$ cat src/rtl/gpu_pkg.sv
// Shared GPU definitions: raster FSM states and default screen geometry.
package gpu_pkg;

  localparam int SCREEN_W_DEF = 320;
  localparam int SCREEN_H_DEF = 240;

  typedef enum logic [1:0] {
    IDLE,
    RUN,
    DONE
  } rast_state_e;

endpackage

$ cat src/rtl/gpu_rect_clip.sv
// Rectangle corner normalisation and clamping to the visible screen.
module gpu_rect_clip #(
  parameter int SCREEN_W = 320,
  parameter int SCREEN_H = 240,
  parameter int XW       = $clog2(SCREEN_W),
  parameter int YW       = $clog2(SCREEN_H)
) (
  input  logic [XW-1:0] x1,
  input  logic [XW-1:0] x2,
  input  logic [YW-1:0] y1,
  input  logic [YW-1:0] y2,
  output logic [XW-1:0] xmin,
  output logic [XW-1:0] xmax,
  output logic [YW-1:0] ymin,
  output logic [YW-1:0] ymax,
  output logic          empty
);

  localparam logic [XW-1:0] XLIM = XW'(SCREEN_W - 1);
  localparam logic [YW-1:0] YLIM = YW'(SCREEN_H - 1);

  logic [XW-1:0] xhi;
  logic [YW-1:0] yhi;

  assign xmin = (x1 < x2) ? x1 : x2;
  assign xhi  = (x1 < x2) ? x2 : x1;
  assign ymin = (y1 < y2) ? y1 : y2;
  assign yhi  = (y1 < y2) ? y2 : y1;

  assign xmax = (xhi > XLIM) ? XLIM : xhi;
  assign ymax = (yhi > YLIM) ? YLIM : yhi;

  // Fully off-screen rectangles produce no pixels at all.
  assign empty = (xmin > XLIM) || (ymin > YLIM);

endmodule

$ cat src/rtl/gpu_rect_raster.sv
// Axis-aligned rectangle rasteriser: solid or outline, row-major pixel stream.
module gpu_rect_raster
  import gpu_pkg::*;
#(
  parameter  int SCREEN_W = SCREEN_W_DEF,
  parameter  int SCREEN_H = SCREEN_H_DEF,
  localparam int XW       = $clog2(SCREEN_W),
  localparam int YW       = $clog2(SCREEN_H)
) (
  input  logic          clk,
  input  logic          n_rst,
  input  logic          cmd_valid_i,
  output logic          cmd_ready_o,
  input  logic [XW-1:0] x1_i,
  input  logic [XW-1:0] x2_i,
  input  logic [YW-1:0] y1_i,
  input  logic [YW-1:0] y2_i,
  input  logic          mode_i,
  input  logic          abort_i,
  output logic          pix_valid_o,
  input  logic          pix_ready_i,
  output logic [XW-1:0] x_o,
  output logic [YW-1:0] y_o,
  output logic          pix_last_o,
  output logic          busy_o,
  output logic          done_o
);

  rast_state_e   state_q, state_d;
  logic [XW-1:0] xmin_q, xmax_q, x_q, x_d;
  logic [YW-1:0] ymin_q, ymax_q, y_q, y_d;
  logic          mode_q;
  logic          load;

  logic [XW-1:0] c_xmin, c_xmax;
  logic [YW-1:0] c_ymin, c_ymax;
  logic          c_empty;

  gpu_rect_clip #(
    .SCREEN_W (SCREEN_W),
    .SCREEN_H (SCREEN_H),
    .XW       (XW),
    .YW       (YW)
  ) u_clip (
    .x1    (x1_i),
    .x2    (x2_i),
    .y1    (y1_i),
    .y2    (y2_i),
    .xmin  (c_xmin),
    .xmax  (c_xmax),
    .ymin  (c_ymin),
    .ymax  (c_ymax),
    .empty (c_empty)
  );

  logic fire, last, wrap, jump, interior;

  assign cmd_ready_o = (state_q == IDLE);
  assign pix_valid_o = (state_q == RUN);
  assign busy_o      = (state_q == RUN);
  assign done_o      = (state_q == DONE);
  assign x_o         = x_q;
  assign y_o         = y_q;

  assign fire     = pix_valid_o & pix_ready_i;
  assign last     = (x_q == xmax_q) && (y_q == ymax_q);
  assign interior = (y_q != ymin_q) && (y_q != ymax_q);
  assign wrap     = (x_q == xmax_q) && !last;
  // Outline interior rows skip straight from the left edge to the right.
  assign jump     = mode_q && interior &&
                    (x_q == xmin_q) && (x_q != xmax_q);

  assign pix_last_o = pix_valid_o & last;

  always_comb begin
    state_d = state_q;
    x_d     = x_q;
    y_d     = y_q;
    load    = 1'b0;
    unique case (state_q)
      IDLE: begin
        if (cmd_valid_i) begin
          if (c_empty) begin
            state_d = DONE;
          end else begin
            state_d = RUN;
            load    = 1'b1;
            x_d     = c_xmin;
            y_d     = c_ymin;
          end
        end
      end
      RUN: begin
        if (abort_i) begin
          state_d = IDLE;
        end else if (fire) begin
          unique case (1'b1)
            last: state_d = DONE;
            wrap: begin
              x_d = xmin_q;
              y_d = y_q + YW'(1);
            end
            jump:    x_d = xmax_q;
            default: x_d = x_q + XW'(1);
          endcase
        end
      end
      DONE:    state_d = IDLE;
      default: state_d = IDLE;
    endcase
  end

  always_ff @(posedge clk or negedge n_rst) begin
    if (!n_rst) begin
      state_q <= IDLE;
      x_q     <= '0;
      y_q     <= '0;
      xmin_q  <= '0;
      xmax_q  <= '0;
      ymin_q  <= '0;
      ymax_q  <= '0;
      mode_q  <= 1'b0;
    end else begin
      state_q <= state_d;
      x_q     <= x_d;
      y_q     <= y_d;
      if (load) begin
        xmin_q <= c_xmin;
        xmax_q <= c_xmax;
        ymin_q <= c_ymin;
        ymax_q <= c_ymax;
        mode_q <= mode_i;
      end
    end
  end

endmodule
$ cat config.mk
export PLATFORM = sky130hd
export DESIGN_NAME = gpu_rect_raster
export DESIGN_NICKNAME = d
export VERILOG_FILES = /design/src/rtl/gpu_pkg.sv /design/src/rtl/gpu_rect_clip.sv /design/src/rtl/gpu_rect_raster.sv
export SDC_FILE = /design/constraint.sdc
export NUM_CORES = 1
export LEC_CHECK = 0
export BUFFER_PORTS_ARGS = -buffer_cell sky130_fd_sc_hd__clkbuf_2
export CAP_MARGIN = 20
export CORE_AREA = 2 2 99 101
export DETAILED_ROUTE_END_ITERATION = 10
export DIE_AREA = 0 0 101 103
export MAX_ROUTING_LAYER = met4
export PLACE_DENSITY = 0.65
export SETUP_SLACK_MARGIN = 0.05
export SLEW_MARGIN = 40
export SYNTH_ARGS = -nofsm -noshare
export SYNTH_HDL_FRONTEND = slang
export SYNTH_SLANG_ARGS = --single-unit
$ cat constraint.sdc
create_clock -name clk -period 3.1 [get_ports clk]
set_input_delay 0.31 -clock clk [delete_from_list [all_inputs] [get_ports clk]]
set_output_delay 0.31 -clock clk [all_outputs]
set_load 0.01 [all_outputs]
==> implementation parameters, run 1 <==
Parameter                              Value

Finish
  Diodes inserted    0
  Non-Filler Cell Area, Final    0.00464 mm²
  Utilization of the core after routing    49.0%
  Share of final-layout standard cells stronger than drive strength 1    20.6%
  Nets    590
  Final Non-Filler Cells    648
  Layout overhead on the synthesized area    13.6%
  Filler cell count in the final layout    970

Floorplanning
  DIE HEIGHT    103 µm
  Width of the chip    101 µm
  Number of primary I/O pins    between 60 and 70
  Area of the die    0.0104 mm²
  CORE AREA    0.00946 mm²
  Initial Util    43.1%
  Number of rows in the core area    36

Logic synthesis
  Post-synth EDFFs    0
  Fraction of synthesized area in multiplexers    7.21%
  Number of flip-flops and latches in the synthesized netlist    54
  Xor-xnor portion of the synthesized cell area    under 10%
  Most frequently used cell type in the post-synthesis netlist    sky130_fd_sc_hd__a21oi_1
  Cell types with the highest counts after synthesis    sky130_fd_sc_hd__a21oi_1 (59), sky130_fd_sc_hd__dfrtp_1 (54), sky130_fd_sc_hd__nor2_1 (50)
  Combinational family with the most area after synthesis    compound AO/OA/AOI/OAI gates
  Top cell type's share of synthesized area    33.1%
  Post-synthesis average cell area    8.63 µm²
  Compound-cell area share of the yosys netlist    22.4%
  Seq/Total Area, Yosys    between 30% and 40%
  Simple-gate share of the synthesized area    19.4%
  Top post-synthesis cells by area    sky130_fd_sc_hd__dfrtp_1 (33%), sky130_fd_sc_hd__a21oi_1 (7.2%), sky130_fd_sc_hd__xnor2_1 (6.2%), sky130_fd_sc_hd__ha_1 (5.2%), sky130_fd_sc_hd__nor2_1 (4.6%)
  Synthesized-area fraction occupied by adder cells    5.21%
  Unique cell type count in the Yosys netlist    61
  Netlist Area Pre-Place    0.00408 mm²
  Number of instances in the synthesized netlist    473
  Number of nets in the synthesized netlist    530
  Most instantiated flip-flop cell in the synthesis netlist    sky130_fd_sc_hd__dfrtp_1
  Synth async-reset ratio    100%
  Number of synthesis warnings    0
  Dominant cell type by area after synthesis    sky130_fd_sc_hd__dfrtp_1

Worst setup path
  Source of the critical timing path    x_o[7]
  Reg2reg path depth    7
  Kind of capture point of the worst setup path    flop
  Worst R2R Start    x_o[7]
  Data arrival time of the worst path    2900 ps
  Top fanout value on the critical path    6
  Worst setup path class    reg2reg
  Kind of start point of the critical path    flop
  CP Data Required Time    approximately 3300 ps

Clocking
  Clock buffer count from CTS    5
  Hold bufs inserted after CTS    0
  Bufs on Longest Clock Path    2
  TritonCTS clock tree    done
  Number of setup buffers added after CTS    0
  Clock network latency to the later pin of the worst-skew pair    320 ps
  Post-cts resize count    0
  Clock sink count    54
  CTS clock-pin slew for the worst setup and hold paths    100 ps
  H-tree depth    2
  Cell chosen for the clock root    sky130_fd_sc_hd__clkbuf_8

Placement
  Total placed cells including tap cells    640
  Half-perimeter wire length of the detailed placement result    8750 µm
  Minimum setup slack after placement    around 210 ps
  Last weighted congestion value of the routability-driven placer    0.993
  Buffers added on ports    61
  Post-detailed-placement cell area    0.00455 mm²

Power and ir drop
  Peak ir drop on the vdd network    0.263 mV
  Leak pwr    0.00204 µW
  Power per standard cell area    795 mW/mm²

Timing
  Count of endpoints failing setup in the final report    0
  Layout Skew    6.73 ps
  Setup TNS after final layout    0 ps
  Number of failing hold endpoints at the final stage    0
  Maximum clock rate    371 MHz
  Crit path setup slack, layout    405 ps
  Total count of max-transition violations in the final report    0
  Final period util    86.9%
  Unrepaired setup endpoints after global routing    no
  Worst max-slew margin expressed relative to the limit    50.8%
  Worst Tran Pin Value    roughly 730 ps
  Period minus WS final    2690 ps

Global route
  Global-route wire length before repair    17900 µm
  Total global routing overflow    0
  Number of global-route vias before repair    3420
  GRT Total Usage    22.6%
  Largest net degree at the start of global routing    35
  Initial antenna violation count    0

Hold path
  Worst min path class    in2async

Detailed routing
  Number of vias after detailed routing    between 3k and 4k
  Total Routed Length    11100 µm
  DRC violation total after the first TritonRoute iteration    around 260
  Detailed-route vias per instance    5.77
  Antenna Violating Nets Remaining    0
  Number of detailed-route iterations in the first pass    7
  DRC Markers    0
  Average wire per cell in the routed design    17.1 µm

Job
  Max-Cap Viols    0

Outcome
  Outcome    complete, no violations
[through the flow]
step / power (µW) / hold slack [ps]
finish: 3690 / 27.5
global route: 3980 / 72.1
CTS: 3690 / 77.1
detailed placement: 3270 / 430
global placement: 3240 / 424
floorplan: 2700 / 14.4
[state kept, by name, indices dropped and copies added, names as in the netlist]
| signal | cells |
|---|---|
| ymax_q | 8 |
| ymin_q | 8 |
| xmin_q | 9 |
| y_o | 8 |
| x_o | 9 |
| xmax_q | 9 |
| state_q | 2 |
| mode_q | 1 |
[path summary, 6_finish.rpt]
kind / slack (ps) / end
hold reg to reg: 540 / ymax_q[4]
setup reg to reg: 410 / y_o[3]
min in group clk: 220 / mode_q
setup / recovery: 410 / y_o[3]
hold / removal: 30 / x_o[0]
max in group asynchronous: 2410 / y_o[1]
[where the power goes]
part | internal (µW) | total [µW] | switching (µW)
sequential | 1030 | 1480 | 450
clock | 164 | 410 | 246
combinational | 877 | 1800 | 924
[per-layer routing]
| layer | wire length [µm] | vias up | global-route usage (%) |
|---|---|---|---|
| met3 | 486 | 12 | 2.17 |
| met5 | 0 | - | - |
| li1 | - | 1851 | - |
| met2 | 4740 | 113 | 32.6 |
| met4 | 167 | 0 | 5.72 |
| met1 | 5700 | 1766 | 34.1 |
[final cells by class]
type / count / area (µm²) / area share [%]
clock buffers: 6 / 72.6 / 1.57
clock inverters: 2 / 17.5 / 0.378
inverters: 20 / 75.1 / 1.62
multi-input cells: 374 / 2530 / 54.6
flip-flops and latches: 54 / 1350 / 29.1
well taps: 114 / 143 / 3.08
repair buffers: 78 / 445 / 9.61
[cell usage in the layout, fill, tap and decap left out, drive strengths merged, types with 3 or more instances in the layout]
| master | count |
|---|---|
| a211oi | 5 |
| a21o | 5 |
| a21oi | 60 |
| a22oi | 4 |
| a2bb2oi | 5 |
| a31o | 5 |
| a31oi | 6 |
| and2 | 9 |
| and3 | 5 |
| and4 | 5 |
| buf | 18 |
| clkbuf | 66 |
| dfrtp | 54 |
| ha | 17 |
| inv | 20 |
| mux2 | 11 |
| mux2i | 17 |
| nand2 | 26 |
| nand2b | 5 |
| nand3 | 8 |
| nand4 | 13 |
| nor2 | 50 |
| nor2b | 3 |
| nor3 | 15 |
| nor4 | 4 |
| o211ai | 5 |
| o21ai | 16 |
| o22a | 3 |
| o2bb2ai | 4 |
| or3 | 5 |
| or4 | 3 |
| xnor2 | 29 |
| xor2 | 7 |
[worst max-delay path, stage by stage (launching register included)]
cell and delay, ps:
sky130_fd_sc_hd__dfrtp_1 480, sky130_fd_sc_hd__xor2_1 190, sky130_fd_sc_hd__nor4_1 450, sky130_fd_sc_hd__nand4_1 340, sky130_fd_sc_hd__nor3_1 520, sky130_fd_sc_hd__and4_1 280
sky130_fd_sc_hd__a21oi_1 50, sky130_fd_sc_hd__o32a_1 290
[kinds of logic after synthesis]
logic type / count (synthesis)
AO/OA/AOI/OAI: 139
AND/OR/NAND/NOR: 154
flip-flops: 54
multiplexers: 28
adder cells (fa/ha/maj): 17
buffers and inverters: 45
XOR/XNOR: 36
Power figures use the tool's default switching activity.
==> inputs of run 2 (changes only) <==
--- a/config.mk
+++ b/config.mk
@@ -7,11 +7,13 @@
 export LEC_CHECK = 0
 export BUFFER_PORTS_ARGS = -buffer_cell sky130_fd_sc_hd__clkbuf_2
 export CAP_MARGIN = 20
-export CORE_AREA = 2 2 99 101
+export CELL_PAD_IN_SITES_DETAIL_PLACEMENT = 0
+export CELL_PAD_IN_SITES_GLOBAL_PLACEMENT = 2
+export CORE_AREA = 2 2 111 113
 export DETAILED_ROUTE_END_ITERATION = 10
-export DIE_AREA = 0 0 101 103
+export DIE_AREA = 0 0 113 115
 export MAX_ROUTING_LAYER = met4
-export PLACE_DENSITY = 0.65
+export PLACE_DENSITY = 0.81
 export SETUP_SLACK_MARGIN = 0.05
 export SLEW_MARGIN = 40
 export SYNTH_ARGS = -nofsm -noshare
==> run 2 against run 1 <==
The run now ends with DRC left. Worst hold slack better by 100 ps. Die area increased by 25%. Clock skew decreased by 3.8 ps. Power increased by 5.8%. Critical path type unchanged. Critical endpoint is now x_o[8]. Highest routed layer unchanged.
==> implementation parameters, run 2 (same netlist as run 1, synthesis figures left out) <==
Parameter                              Value

Worst setup path
  CP Data Required Time    3280 ps (-30 ps)
  Top fanout value on the critical path    9 (+3)
  Flop2flop setup slack    440 ps (+30 ps)
  Worst flop-to-flop path endpoint    x_o[8]
  Worst R2R Start    x_o[7]
  Data arrival time of the worst path    2850 ps (-50 ps)
  Kind of start point of the critical path    flop
  Kind of capture point of the worst setup path    flop
  Reg2reg path depth    8 (+1)
  Worst setup path class    reg2reg

Global route
  M1 GR Usage    29.2% (-4.9 points)
  GR Layer Usage met2    26.1% (-6.5 points)
  Initial antenna violation count    0 (unchanged)
  Global routing's busiest layer    met1
  Number of global-route vias before repair    3526 (+3.1%)
  Global-route wire length before repair    18800 µm (+5.2%)
  Total global routing overflow    0 (unchanged)
  Met3 routing resource usage after global routing    1.90% (-0.27 points)
  Largest net degree at the start of global routing    55 (+57%)
  GRT Total Usage    18.9% (-3.8 points)

Timing
  Period minus WS final    2660 ps (-31.2 ps)
  Setup TNS after final layout    0 ps (unchanged)
  Layout Skew    2.91 ps (-3.82 ps)
  Count of endpoints failing setup in the final report    0 (unchanged)
  Worst Tran Pin Value    745 ps (+17.5 ps)
  Total count of max-transition violations in the final report    0 (unchanged)
  Crit path setup slack, layout    437 ps (+31.2 ps)
  Number of failing hold endpoints at the final stage    0 (unchanged)
  Maximum clock rate    375 MHz (+1.2%)
  Unrepaired setup endpoints after global routing    no
  Final period util    85.9% (-1.0 points)
  Worst max-slew margin expressed relative to the limit    49.6% (-1.2 points)

Finish
  Diodes inserted    0 (unchanged)
  Filler cell count in the final layout    1252 (+29%)
  Most common cell after layout, fill and taps aside    sky130_fd_sc_hd__clkbuf_2
  Utilization of the core after routing    40.2% (-8.8 points)
  Layout overhead on the synthesized area    16.4%
  Area taken by flip-flops and latches    0.00135 mm² (unchanged)
  Leading cell types in the layout, fill and taps excluded    sky130_fd_sc_hd__clkbuf_2 (61), sky130_fd_sc_hd__a21oi_1 (59), sky130_fd_sc_hd__dfrtp_1 (54)
  Final Non-Filler Cells    682 (+5.2%)
  Multi-input combinational cell area    0.00253 mm² (unchanged)
  Share of final-layout standard cells stronger than drive strength 1    20.9% (+0.34 points)
  Nets    591 (+0.17%)

Clocking
  Clock buffer count from CTS    5 (unchanged)
  CTS clock-pin slew for the worst setup and hold paths    70 ps (-30 ps)
  Cell chosen for the clock root    sky130_fd_sc_hd__clkbuf_16
  TritonCTS clock tree    done
  Clock network latency to the later pin of the worst-skew pair    300 ps (-20 ps)
  Clock sink count    54 (unchanged)
  Post-cts resize count    0 (unchanged)
  H-tree depth    2 (unchanged)
  Hold bufs inserted after CTS    0 (unchanged)
  Bufs on Longest Clock Path    2 (unchanged)
  Number of setup buffers added after CTS    0 (unchanged)

Detailed routing
  Number of detailed-route iterations in the first pass    7 (unchanged)
  DRC Markers    3 (+3)
  Antenna Violating Nets Remaining    0 (unchanged)
  DRC violation total after the first TritonRoute iteration    197 (-25%)
  Number of vias after detailed routing    3732 (-0.27%)
  Average wire per cell in the routed design    17.2 µm (+0.47%)
  Detailed-route vias per instance    5.47 (-5.2%)
  Total Routed Length    11700 µm (+5.7%)

Power and ir drop
  Seq pwr share    37.7% (-2.3 points)
  Switch Pwr    1660 µW (+2.7%)
  Post-layout power    3900 µW (+5.8%)
  Power per standard cell area    821 mW/mm² (+3.2%)
  Cell internal pwr    2240 µW (+8.2%)
  Peak ir drop on the vdd network    0.289 mV (+9.9%)
  Combinational group share of total power    46.9% (-2.0 points)
  Leak pwr    0.00208 µW (+1.6%)
  Switching Share    42.6% (-1.3 points)
  Clk network pwr share    15.5% (+4.4 points)

Placement
  Half-perimeter wire length of the detailed placement result    9250 µm (+5.8%)
  Total placed cells including tap cells    674 (+5.3%)
  Last weighted congestion value of the routability-driven placer    0.888 (-11%)
  Buffers added on ports    61 (unchanged)
  Minimum setup slack after placement    235 ps (+24.2 ps)

Floorplanning
  Width of the chip    113 µm (+12%)
  DIE HEIGHT    115 µm (+12%)
  Number of primary I/O pins    62 (unchanged)
  Initial Util    34.5% (-8.6 points)
  Number of rows in the core area    40 (+11%)
  CORE AREA    0.0118 mm² (+25%)
  Area of the die    0.0130 mm² (+25%)

Job
  Max-Cap Viols    0 (unchanged)

Hold path
  Worst min path class    in2async

Outcome
  Violated checks    DRC
  Outcome    finished with violations
-- run 2: cell count changes in the layout (fill, tap and decap cells not counted) --
cell / before / now
sky130_fd_sc_hd__clkbuf_2: 60 / 61
sky130_fd_sc_hd__buf_2: 1 / 0
sky130_fd_sc_hd__clkinv_4: 1 / 0
sky130_fd_sc_hd__clkinvlp_4: 0 / 1
sky130_fd_sc_hd__clkbuf_1: 1 / 0
sky130_fd_sc_hd__clkbuf_16: 0 / 5
sky130_fd_sc_hd__clkbuf_8: 5 / 1
sky130_fd_sc_hd__buf_4: 16 / 17
-- run 2: power by group through the flow --
stage | Clock (µW) | Combinational (µW) | Sequential, µW
after floorplan | 0 | 1320 | 1380
after global placement | 0 | 1830 | 1470
after detailed placement | 0 | 1830 | 1480
after CTS | 612 | 1840 | 1470
after global routing | 638 | 2040 | 1530
final | 602 | 1830 | 1470
-- run 2: stage by stage --
stage / instance area [µm²] / hold slack, ps
4_1_cts: 4750 / 174
3_5_place_dp: 4590 / 494
3_3_place_gp: 4590 / 483
2_1_floorplan: 4080 / 14.4
5_1_grt: 4750 / 218
6_report: 4750 / 130
-- run 2: critical path, cell delays in order, from the launching register on --
cell	delay [ps]
sky130_fd_sc_hd__dfrtp_1	460
sky130_fd_sc_hd__xor2_1	200
sky130_fd_sc_hd__nor4_1	440
sky130_fd_sc_hd__nand4_1	350
sky130_fd_sc_hd__nor3_1	230
sky130_fd_sc_hd__buf_4	160
sky130_fd_sc_hd__a2111oi_2	100
sky130_fd_sc_hd__nand2_2	240
sky130_fd_sc_hd__mux2_2	370
-- run 2: final cells by class --
cell class | count | share of cell area, %
Inverter | 20 | 1.58
Clock buffer | 6 | 2.92
Clock inverter | 2 | 0.342
Timing Repair Buffer | 79 | 9.54
Tap cell | 147 | 3.87
Sequential cell | 54 | 28.5
Multi-Input combinational cell | 374 | 53.3
-- run 2: layer usage --
metal,vias up,part of all wire (%)
met2,102,41
met4,0,1.5
li1,1851,-
met5,-,0
met1,1768,53
met3,11,4.9
-- run 2: worst max path at each step --
stage / start / to / cells after the start / slack (ps)
2_1_floorplan: y2_i[7] / xmax_q[5] / 11 / 550
3_3_place_gp: y2_i[7] / x_o[7] / 10 / 280
3_5_place_dp: y2_i[7] / x_o[0] / 10 / 230
4_1_cts: x_o[7] / x_o[8] / 8 / 400
5_1_grt: x_o[7] / y_o[3] / 7 / 280
6_report: x_o[7] / x_o[8] / 8 / 440
